===== src/rtl/riscv_defs.sv =====
// Shared RV32I decode definitions: opcodes, funct3 codes and immediate extraction.
package riscv_defs;

  localparam logic [6:0] OP     = 7'b0110011;
  localparam logic [6:0] OP_IMM = 7'b0010011;
  localparam logic [6:0] LUI    = 7'b0110111;
  localparam logic [6:0] AUIPC  = 7'b0010111;
  localparam logic [6:0] BRANCH = 7'b1100011;
  localparam logic [6:0] JAL    = 7'b1101111;
  localparam logic [6:0] JALR   = 7'b1100111;
  localparam logic [6:0] LOAD   = 7'b0000011;
  localparam logic [6:0] STORE  = 7'b0100011;

  localparam logic [2:0] F3_ADD = 3'b000;
  localparam logic [2:0] F3_SLL = 3'b001;
  localparam logic [2:0] F3_SR  = 3'b101;

  function automatic logic [31:0] imm_i(input logic [31:0] ins);
    return {{20{ins[31]}}, ins[31:20]};
  endfunction

  function automatic logic [31:0] imm_s(input logic [31:0] ins);
    return {{20{ins[31]}}, ins[31:25], ins[11:7]};
  endfunction

  function automatic logic [31:0] imm_b(input logic [31:0] ins);
    return {{19{ins[31]}}, ins[31], ins[7], ins[30:25], ins[11:8], 1'b0};
  endfunction

  function automatic logic [31:0] imm_u(input logic [31:0] ins);
    return {ins[31:12], 12'b0};
  endfunction

  function automatic logic [31:0] imm_j(input logic [31:0] ins);
    return {{11{ins[31]}}, ins[31], ins[19:12], ins[20], ins[30:21], 1'b0};
  endfunction

endpackage


===== src/rtl/decode_stage_regfile.sv =====
// Integer register file: 2 combinational reads, 1 synchronous write, x0 hardwired to zero.
// Optional same-cycle write-to-read forwarding under REGFILE_BYPASS_EN.
module regfile #(
  parameter int XLEN  = 32,
  parameter int NREGS = 32
) (
  input  logic            clk,
  input  logic            reset,
  input  logic [4:0]      rs1_addr,
  input  logic [4:0]      rs2_addr,
  output logic [XLEN-1:0] rs1_data,
  output logic [XLEN-1:0] rs2_data,
  input  logic            wb_en,
  input  logic [4:0]      wb_dest,
  input  logic [XLEN-1:0] wb_data
);

  logic [XLEN-1:0] r_regs [NREGS];
  logic [XLEN-1:0] w_rs1;
  logic [XLEN-1:0] w_rs2;

  always_ff @(posedge clk) begin
    if (!reset) begin
      for (int i = 0; i < NREGS; i++) r_regs[i] <= '0;
    end else if (wb_en && (wb_dest != 5'd0)) begin
      r_regs[wb_dest] <= wb_data;
    end
  end

  always_comb begin
    w_rs1 = (rs1_addr == 5'd0) ? '0 : r_regs[rs1_addr];
    w_rs2 = (rs2_addr == 5'd0) ? '0 : r_regs[rs2_addr];
`ifdef REGFILE_BYPASS_EN
    if (wb_en && (wb_dest != 5'd0) && (wb_dest == rs1_addr)) w_rs1 = wb_data;
    if (wb_en && (wb_dest != 5'd0) && (wb_dest == rs2_addr)) w_rs2 = wb_data;
`endif
  end

  assign rs1_data = w_rs1;
  assign rs2_data = w_rs2;

endmodule


===== src/rtl/decode_stage.sv =====
// Decode stage: valid/ready capture of an instruction, register read, registered class bundle.
// Build option REGFILE_BYPASS_EN forwards a same-cycle writeback into the operand reads.
module decode_stage
  import riscv_defs::*;
#(
  parameter int XLEN  = 32,
  parameter int NREGS = 32
) (
  input  logic            clk,
  input  logic            reset,
  input  logic            in_valid,
  output logic            in_ready,
  input  logic [31:0]     instr,
  input  logic [XLEN-1:0] instr_pc,
  input  logic            wb_en,
  input  logic [4:0]      wb_dest,
  input  logic [XLEN-1:0] wb_data,
  input  logic            flush,
  output logic            out_valid,
  input  logic            out_ready,
  output logic            is_store,
  output logic            is_load,
  output logic            is_branch,
  output logic            is_jump,
  output logic            is_reg,
  output logic            is_alu,
  output logic [XLEN-1:0] operand_a,
  output logic [XLEN-1:0] operand_b,
  output logic [XLEN-1:0] store_data,
  output logic [XLEN-1:0] branch_dest,
  output logic [4:0]      dest,
  output logic [2:0]      func3,
  output logic            func7,
  output logic [XLEN-1:0] curr_pc,
  output logic            illegal
);

  logic [XLEN-1:0] w_rs1, w_rs2;
  logic [XLEN-1:0] w_a, w_b, w_bd;
  logic [4:0]      w_dest;
  logic [2:0]      w_f3;
  logic            w_f7, w_ill;
  logic            w_store, w_load, w_branch, w_jump, w_reg, w_alu;
  logic            w_fire;

  logic            r_valid;
  logic            r_store, r_load, r_branch, r_jump, r_reg, r_alu, r_ill;
  logic [XLEN-1:0] r_a, r_b, r_sd, r_bd, r_pc;
  logic [4:0]      r_dest;
  logic [2:0]      r_f3;
  logic            r_f7;

  regfile #(.XLEN(XLEN), .NREGS(NREGS)) u_regfile (
    .clk      (clk),
    .reset    (reset),
    .rs1_addr (instr[19:15]),
    .rs2_addr (instr[24:20]),
    .rs1_data (w_rs1),
    .rs2_data (w_rs2),
    .wb_en    (wb_en),
    .wb_dest  (wb_dest),
    .wb_data  (wb_data)
  );

  assign in_ready = !r_valid || out_ready;
  assign w_fire   = in_valid && in_ready;

  always_comb begin
    w_store  = 1'b0;
    w_load   = 1'b0;
    w_branch = 1'b0;
    w_jump   = 1'b0;
    w_reg    = 1'b0;
    w_alu    = 1'b0;
    w_ill    = 1'b0;
    w_a      = '0;
    w_b      = '0;
    w_bd     = '0;
    w_dest   = instr[11:7];
    w_f3     = instr[14:12];
    w_f7     = 1'b0;
    case (instr[6:0])
      OP: begin
        w_alu = 1'b1; w_a = w_rs1; w_b = w_rs2; w_f7 = instr[30];
      end
      OP_IMM: begin
        // Only shifts carry the arithmetic/logical qualifier; elsewhere bit 30 is immediate data.
        w_alu = 1'b1; w_a = w_rs1; w_b = imm_i(instr);
        w_f7  = (instr[14:12] == F3_SR) ? instr[30] : 1'b0;
      end
      LUI: begin
        w_alu = 1'b1; w_f3 = F3_ADD; w_b = imm_u(instr);
      end
      AUIPC: begin
        w_alu = 1'b1; w_f3 = F3_ADD; w_a = instr_pc; w_b = imm_u(instr);
      end
      BRANCH: begin
        w_branch = 1'b1; w_a = w_rs1; w_b = w_rs2; w_bd = imm_b(instr); w_dest = 5'd0;
      end
      JAL: begin
        w_jump = 1'b1; w_a = imm_j(instr);
      end
      JALR: begin
        w_jump = 1'b1; w_reg = 1'b1; w_a = w_rs1; w_b = imm_i(instr);
      end
      LOAD: begin
        w_load = 1'b1; w_a = w_rs1; w_b = imm_i(instr);
      end
      STORE: begin
        w_store = 1'b1; w_a = w_rs1; w_b = imm_s(instr); w_dest = 5'd0;
      end
      default: begin
        w_ill = 1'b1; w_dest = 5'd0;
      end
    endcase
  end

  // Output register: flush beats capture; a stalled bundle holds every field.
  always_ff @(posedge clk) begin
    if (!reset) begin
      r_valid  <= 1'b0;
      r_store  <= 1'b0;
      r_load   <= 1'b0;
      r_branch <= 1'b0;
      r_jump   <= 1'b0;
      r_reg    <= 1'b0;
      r_alu    <= 1'b0;
      r_ill    <= 1'b0;
      r_a      <= '0;
      r_b      <= '0;
      r_sd     <= '0;
      r_bd     <= '0;
      r_pc     <= '0;
      r_dest   <= '0;
      r_f3     <= '0;
      r_f7     <= 1'b0;
    end else if (flush) begin
      r_valid <= 1'b0;
    end else if (w_fire) begin
      r_valid  <= 1'b1;
      r_store  <= w_store;
      r_load   <= w_load;
      r_branch <= w_branch;
      r_jump   <= w_jump;
      r_reg    <= w_reg;
      r_alu    <= w_alu;
      r_ill    <= w_ill;
      r_a      <= w_a;
      r_b      <= w_b;
      r_sd     <= w_rs2;
      r_bd     <= w_bd;
      r_pc     <= instr_pc;
      r_dest   <= w_dest;
      r_f3     <= w_f3;
      r_f7     <= w_f7;
    end else if (out_ready) begin
      r_valid <= 1'b0;
    end
  end

  assign out_valid   = r_valid;
  assign is_store    = r_store;
  assign is_load     = r_load;
  assign is_branch   = r_branch;
  assign is_jump     = r_jump;
  assign is_reg      = r_reg;
  assign is_alu      = r_alu;
  assign illegal     = r_ill;
  assign operand_a   = r_a;
  assign operand_b   = r_b;
  assign store_data  = r_sd;
  assign branch_dest = r_bd;
  assign curr_pc     = r_pc;
  assign dest        = r_dest;
  assign func3       = r_f3;
  assign func7       = r_f7;

endmodule


===== config.mk =====
export PLATFORM = sky130hd
export DESIGN_NAME = decode_stage
export DESIGN_NICKNAME = d
export VERILOG_FILES = /design/src/rtl/riscv_defs.sv /design/src/rtl/decode_stage_regfile.sv /design/src/rtl/decode_stage.sv
export SDC_FILE = /design/constraint.sdc
export NUM_CORES = 2
export LEC_CHECK = 0
export BUFFER_PORTS_ARGS = -buffer_cell sky130_fd_sc_hd__buf_2
export CAP_MARGIN = 20
export CORE_MARGIN = 5
export CORE_UTILIZATION = 55
export DETAILED_ROUTE_END_ITERATION = 8
export PLACE_DENSITY = 0.74
export SYNTH_ARGS = -nofsm -noshare
export SYNTH_HDL_FRONTEND = slang
export SYNTH_SLANG_ARGS = --single-unit
export TNS_END_PERCENT = 5

===== constraint.sdc =====
create_clock -name clk -period 5.9 [get_ports clk]
set_input_delay 1.18 -clock clk [delete_from_list [all_inputs] [get_ports clk]]
set_output_delay 1.18 -clock clk [all_outputs]
set_load 0.02 [all_outputs]

After elaboration in Yosys (flattened, before gate mapping)
Memories as Yosys holds them, arrays and structs flattened.
Index checks and enable logic that the tools add are counted.
{ "op_classes": {"n_eq_ne": 10, "n_mux": 25, "n_bitwise": 2, "n_reduce_logical": 19} }
{ "op_table": {"columns": ["operator", "n"], "rows": [
  ["32-bit 2-to-1 mux", 4],
  ["32-bit one-hot mux with 4 select lines", 1],
  ["32-bit one-hot mux with 3 select lines", 1],
  ["32-bit OR reduction", 1],
  ["7-bit by 6-bit equality test with 1-bit output (second input constant)", 3],
  ["7-bit equality test (second input constant)", 3],
  ["1-bit 2-to-1 mux", 15],
  ["7-bit by 5-bit equality test with 1-bit output (second input constant)", 2],
  ["5-bit zero test", 2],
  ["5-bit 2-to-1 mux", 2],
  ["9-bit OR reduction", 1],
  ["2-bit OR reduction", 4],
  ["7-bit by 2-bit equality test with 1-bit output (second input constant)", 1],
  ["7-bit OR reduction", 1],
  ["6-bit OR reduction", 1],
  ["5-bit nonzero test", 1],
  ["4-bit OR reduction", 1],
  ["3-bit equality test (second input constant)", 1],
  ["3-bit 2-to-1 mux", 1],
  ["3-bit OR reduction", 1],
  ["1-bit logical AND", 2],
  ["1-bit NOT", 2],
  ["1-bit one-hot mux with 2 select lines", 1],
  ["2-bit AND reduction", 1],
  ["other kinds (3)", 3]
]} }
{ "totals": {"ff_bits": 177, "mem_bits_rw": 1024, "inputBits": 107, "word_cells": 73, "memories": 1} }
{ "memory_table": {"columns": ["name", "words", "word_bits", "rd", "rd_ports_with_merged_regs", "wr", "line", "rtl"], "rows": [
  ["u_regfile.r_regs", 32, 32, 2, 0, 32, "decode_stage_regfile.sv:18", "logic [XLEN-1:0] r_regs [NREGS];"]
]} }

Depth between registers and ports, before layout
{ "logic_depth": {"depth_word": 7, "ltp_mapped": 10, "ltp_nobuf": 6} }

Modules after synthesis
A second synthesis with hierarchy kept.
{ "hier_totals": {"cells_unflattened": 4431, "hier_area_um2": 61519.0} }
{ "by_module_without_submodules": {"columns": ["module", "n_inst", "cells_each", "area_per_inst_um2", "seq_area_each_um2"], "rows": [
  ["regfile", 1, 3650, 54521.0, 30749.5],
  ["decode_stage", 1, 781, 6998.0, 3143.0]
]} }

Worst setup path before layout
Ideal clock, no wire load.
{ "synth_path": {"kind": "in2reg", "from": "input port wb_dest[4]", "to": "memory u_regfile.r_regs[24][0], enable pin", "setup_time_ns": 0.466, "arrival_time_ns": 4.188, "required_time_ns": 5.434, "path_slack_ns": 1.247, "cell_stages": 6, "cell_sequence": "buf_2 > or3_1 > clkbuf_1 > nand2_1 > buf_2 > o21ai_0"} }
{ "synth_lines": {"columns": ["element", "line", "rtl"], "rows": [
  ["start: declaration", "decode_stage.sv:16", "input logic [4:0] wb_dest,"],
  ["end: declaration", "decode_stage_regfile.sv:18", null]
]} }

==> run_results.csv <==
group,metric,value,unit
critical_path,worst_setup_path_start_kind,"primary input",
layout,layout-drive-gt1-share,27.2,%
power,power.static_leakage,23.7,nW
clocking,cts.reportedPaths.clkPinSlew,0.06,ns
route,vias_per_cell,6.97,
yosys,synth_edf_count,1024,
route,route.final.wire_length,199000,um
power,cell_internal_pwr,0.0153,W
route,count_of_routing_violations_after_the_opening_detailed_route_iteration,6459,
clocking,cts_inserted_buffers,130,
timing,fmax,270,MHz
global_routing,overall_fraction_of_global_route_tracks_in_use,33.8,%
yosys,area_fraction_of_the_dominant_cell_type_after_synthesis,51.3,%
clocking,cts_repair_resize_count,0,
layout,largest_register_ffs,1024,
yosys,syn-mean-instance-area,14.3,um^2
critical_path,critical-path-top-delay-family,"simple AND/OR/NAND/NOR gates",
clocking,clock_path_buffers,3,
timing,rsz0062_at_grt,"no",
layout,final.fill_count,7790,
route,dr_total_vias,40600,
clocking,cts_tree,"built",
place,dp_hpwl,127000,um
yosys,synth.distinct_cells,62,
place,place_congestion,0.948,
timing,timing_hold_violations_final,0,
place,pre_cts_ws,1.50,ns
yosys,synth_area_leader_cell,"sky130_fd_sc_hd__edfxtp_1",
critical_path,critical_path_arrival,4.34,ns
timing,period_minus_slack,3.70,ns
yosys,mappedNetlistArea,0.0599,mm^2
clocking,ctsHoldBuffers,0,
die,fp.dieH,340,um
global_routing,total_grt_overflow,0,
critical_path,critical_path.n_buffers_inverters,2,
critical_path,critical-path-slowest-cell,"sky130_fd_sc_hd__and3_1",
place,placement.io_buffers,283,
layout,area_delta_synth_final,11.8,%
timing,worst_slew_margin_rel,13.6,%
die,start_util,55.2,%
timing,min_period_over_period,62.7,%
status,outcome,"completed",
power,pwr_density_cell,302,mW/mm^2
global_routing,via_count_of_the_first_global_routing_pass,39200,
critical_path,worstPathCellList,"buf_4 -> inv_4 -> nor4b_2 -> and3_1 -> nand2_1 -> o21ai_0",
timing,worst_slack,2.20,ns
clocking,cts_post_setup_buffers_inserted,0,
die,floorplan.rows,121,
timing,final.setup_skew,0.0328,ns
global_routing,grt_start_max_net_pins,76,
power,vdd_drop_max,0.313,mV
die,io_pins,285,
critical_path,worstSetupEndpointType,"register",
critical_path,timing.reg2reg.setup_slack,2.84,ns
critical_path,worstPathRequired,6.55,ns
yosys,synth_top_cells_by_area,"sky130_fd_sc_hd__edfxtp_1 51%, sky130_fd_sc_hd__mux4_2 19%, sky130_fd_sc_hd__and2_1 10%",
power,switching_share,24.5,%
global_routing,antenna_found_initial,10,
layout,final_cell_area,0.0670,mm^2
timing,tightest_pin_transition,1.29,ns
die,floorplan.die.width,340,um
die,coreArea,0.109,mm^2
clocking,clock_insertion_delay_worst_skew,0.74,ns
yosys,postSynthRegisterBits,1181,
yosys,warning_count_from_the_yosys_run,0,
yosys,synth_cells,4193,
power,power_switching,0.00495,W
layout,final_net_count,4414,
hold_path,hold_path_depth,2,
clocking,clockRootBuffer,"sky130_fd_sc_hd__clkbuf_16",
timing,timing.setup.tns,0,ns
clocking,htree_num_levels,4,
power,comb_power_share,11.0,%
route,detail_route.drc_violations,0,
critical_path,cp_num_cells,6,
critical_path,path_class,"primary input to register",
clocking,clock_sinks,1181,
critical_path,timing.reg2reg.worst_path_depth,5,
route,wire_per_inst,34.2,um
power,sequentialPowerShare,48.3,%
critical_path,cp_slowest_stage_delay,0.87,ns
place,dpl-instance-area,0.0626,mm^2
route,drt_first_pass_iters,8,
yosys,ys_dominant_reg_cell,"sky130_fd_sc_hd__edfxtp_1",
critical_path,critical_path_peak_fanout,27,
yosys,post_synth_most_frequent_cells,"1024 x sky130_fd_sc_hd__edfxtp_1, 993 x sky130_fd_sc_hd__and2_1, 494 x sky130_fd_sc_hd__mux4_2",
power,clockPowerShare,40.7,%
hold_path,hold_path.class,"register to register",
route,ant_nets,0,
layout,largest_register,"u_regfile.r_regs",
flow_run,max_cap_violations,0,
die,die_area,0.116,mm^2
yosys,post-synth-top-count-cell,"sky130_fd_sc_hd__edfxtp_1",
timing,setup_viol,0,
timing,final-max-slew-violation-count,0,
global_routing,grt_first_pass_wirelength,282000,um
yosys,yosysSeqAreaShare,56.6,%
yosys,asyncSetResetFlopFracSynth,0,%
==> layout by cell type (no fill, tap or decap), types with 47 or more instances in the layout <==
cell                        synthesis  layout
sky130_fd_sc_hd__mux2i_1           76      76
sky130_fd_sc_hd__a21oi_1           75      75
sky130_fd_sc_hd__and2_1           993     993
sky130_fd_sc_hd__edfxtp_1        1024    1024
sky130_fd_sc_hd__buf_2             79     275
sky130_fd_sc_hd__o21ai_0          104      75
sky130_fd_sc_hd__clkbuf_16          0     140
sky130_fd_sc_hd__nor2_1            79      47
sky130_fd_sc_hd__buf_4             63     119
sky130_fd_sc_hd__mux4_2           494     494
sky130_fd_sc_hd__a22oi_1           83      83
sky130_fd_sc_hd__o22ai_1          153     153
sky130_fd_sc_hd__dfxtp_1          157     157
sky130_fd_sc_hd__nand2_1          197     196
==> final timing paths <==
kind | start | to
worst max-delay path | reset | operand_b[6]$_SDFFE_PN0P_
worst min-delay path | store_data[18]$_SDFFE_PN0P_ | store_data[18]$_SDFFE_PN0P_
worst max register to register | out_valid$_SDFFE_PP0P_ | operand_b[6]$_SDFFE_PN0P_
worst min register to register | store_data[18]$_SDFFE_PN0P_ | store_data[18]$_SDFFE_PN0P_
==> layer usage <==
metal  vias to the layer above  GRT usage [%]  wire [um]
li1                      16200              -          -
met1                     20500           43.5      66900
met2                      3323           51.8      91000
met3                       594           10.7      28600
met4                         2           17.8      12600
met5                         -              0         11
==> kinds of logic after synthesis <==
group,count (synthesis),share of synthesized area (%)
buffers and inverters,465,3.72
muxes,594,20.3
and+or+nand+nor,1405,13.5
other,1,0.00626
DFF,1181,56.6
AOI/OAI and AO/OA,546,5.85
xor gates and xnor gates,1,0.0146
==> final cells by class <==
| type | count | area, um^2 | share of cell area, % |
|---|---|---|---|
| inverters | 5 | 21.3 | 0.0318 |
| diodes | 8 | 20.0 | 0.0299 |
| clock inverters | 44 | 472 | 0.704 |
| clock buffers | 189 | 3800 | 5.67 |
| flip-flops and latches | 1181 | 33900 | 50.6 |
| repair buffers | 410 | 2560 | 3.83 |
| multi-input cells | 2579 | 24400 | 36.5 |
| well taps | 1414 | 1770 | 2.64 |
==> stage by stage <==
| stage | instances | hold WS, ns | total power, W | util [%] |
|---|---|---|---|---|
| after floorplan | 4225 | 0.524 | 0.0112 | - |
| after global placement | 5587 | 0.430 | 0.0120 | 57.7 |
| after detailed placement | 5588 | 0.438 | 0.0121 | 57.7 |
| after CTS | 5821 | 0.450 | 0.0201 | 61.6 |
| after global routing | 5824 | 0.461 | 0.0207 | 61.7 |
| final | 5830 | 0.449 | 0.0202 | 61.7 |
==> worst min-delay path: cells and delay by family (launching register included) <==
kind / cells / cell delay (ns)
simple gates: 1 / 0.05
compound gates: 1 / 0.05
flops: 1 / 0.31
==> power by group through the flow <==
stage | Sequential [W] | Combinational, W | Clock, W
2_1_floorplan | 0.00988 | 0.00132 | 0
3_3_place_gp | 0.00988 | 0.00214 | 0
3_5_place_dp | 0.00991 | 0.00217 | 0
4_1_cts | 0.00974 | 0.00217 | 0.00823
5_1_grt | 0.00979 | 0.00229 | 0.00858
6_report | 0.00976 | 0.00223 | 0.00822
(Power assumes the default switching activity.)
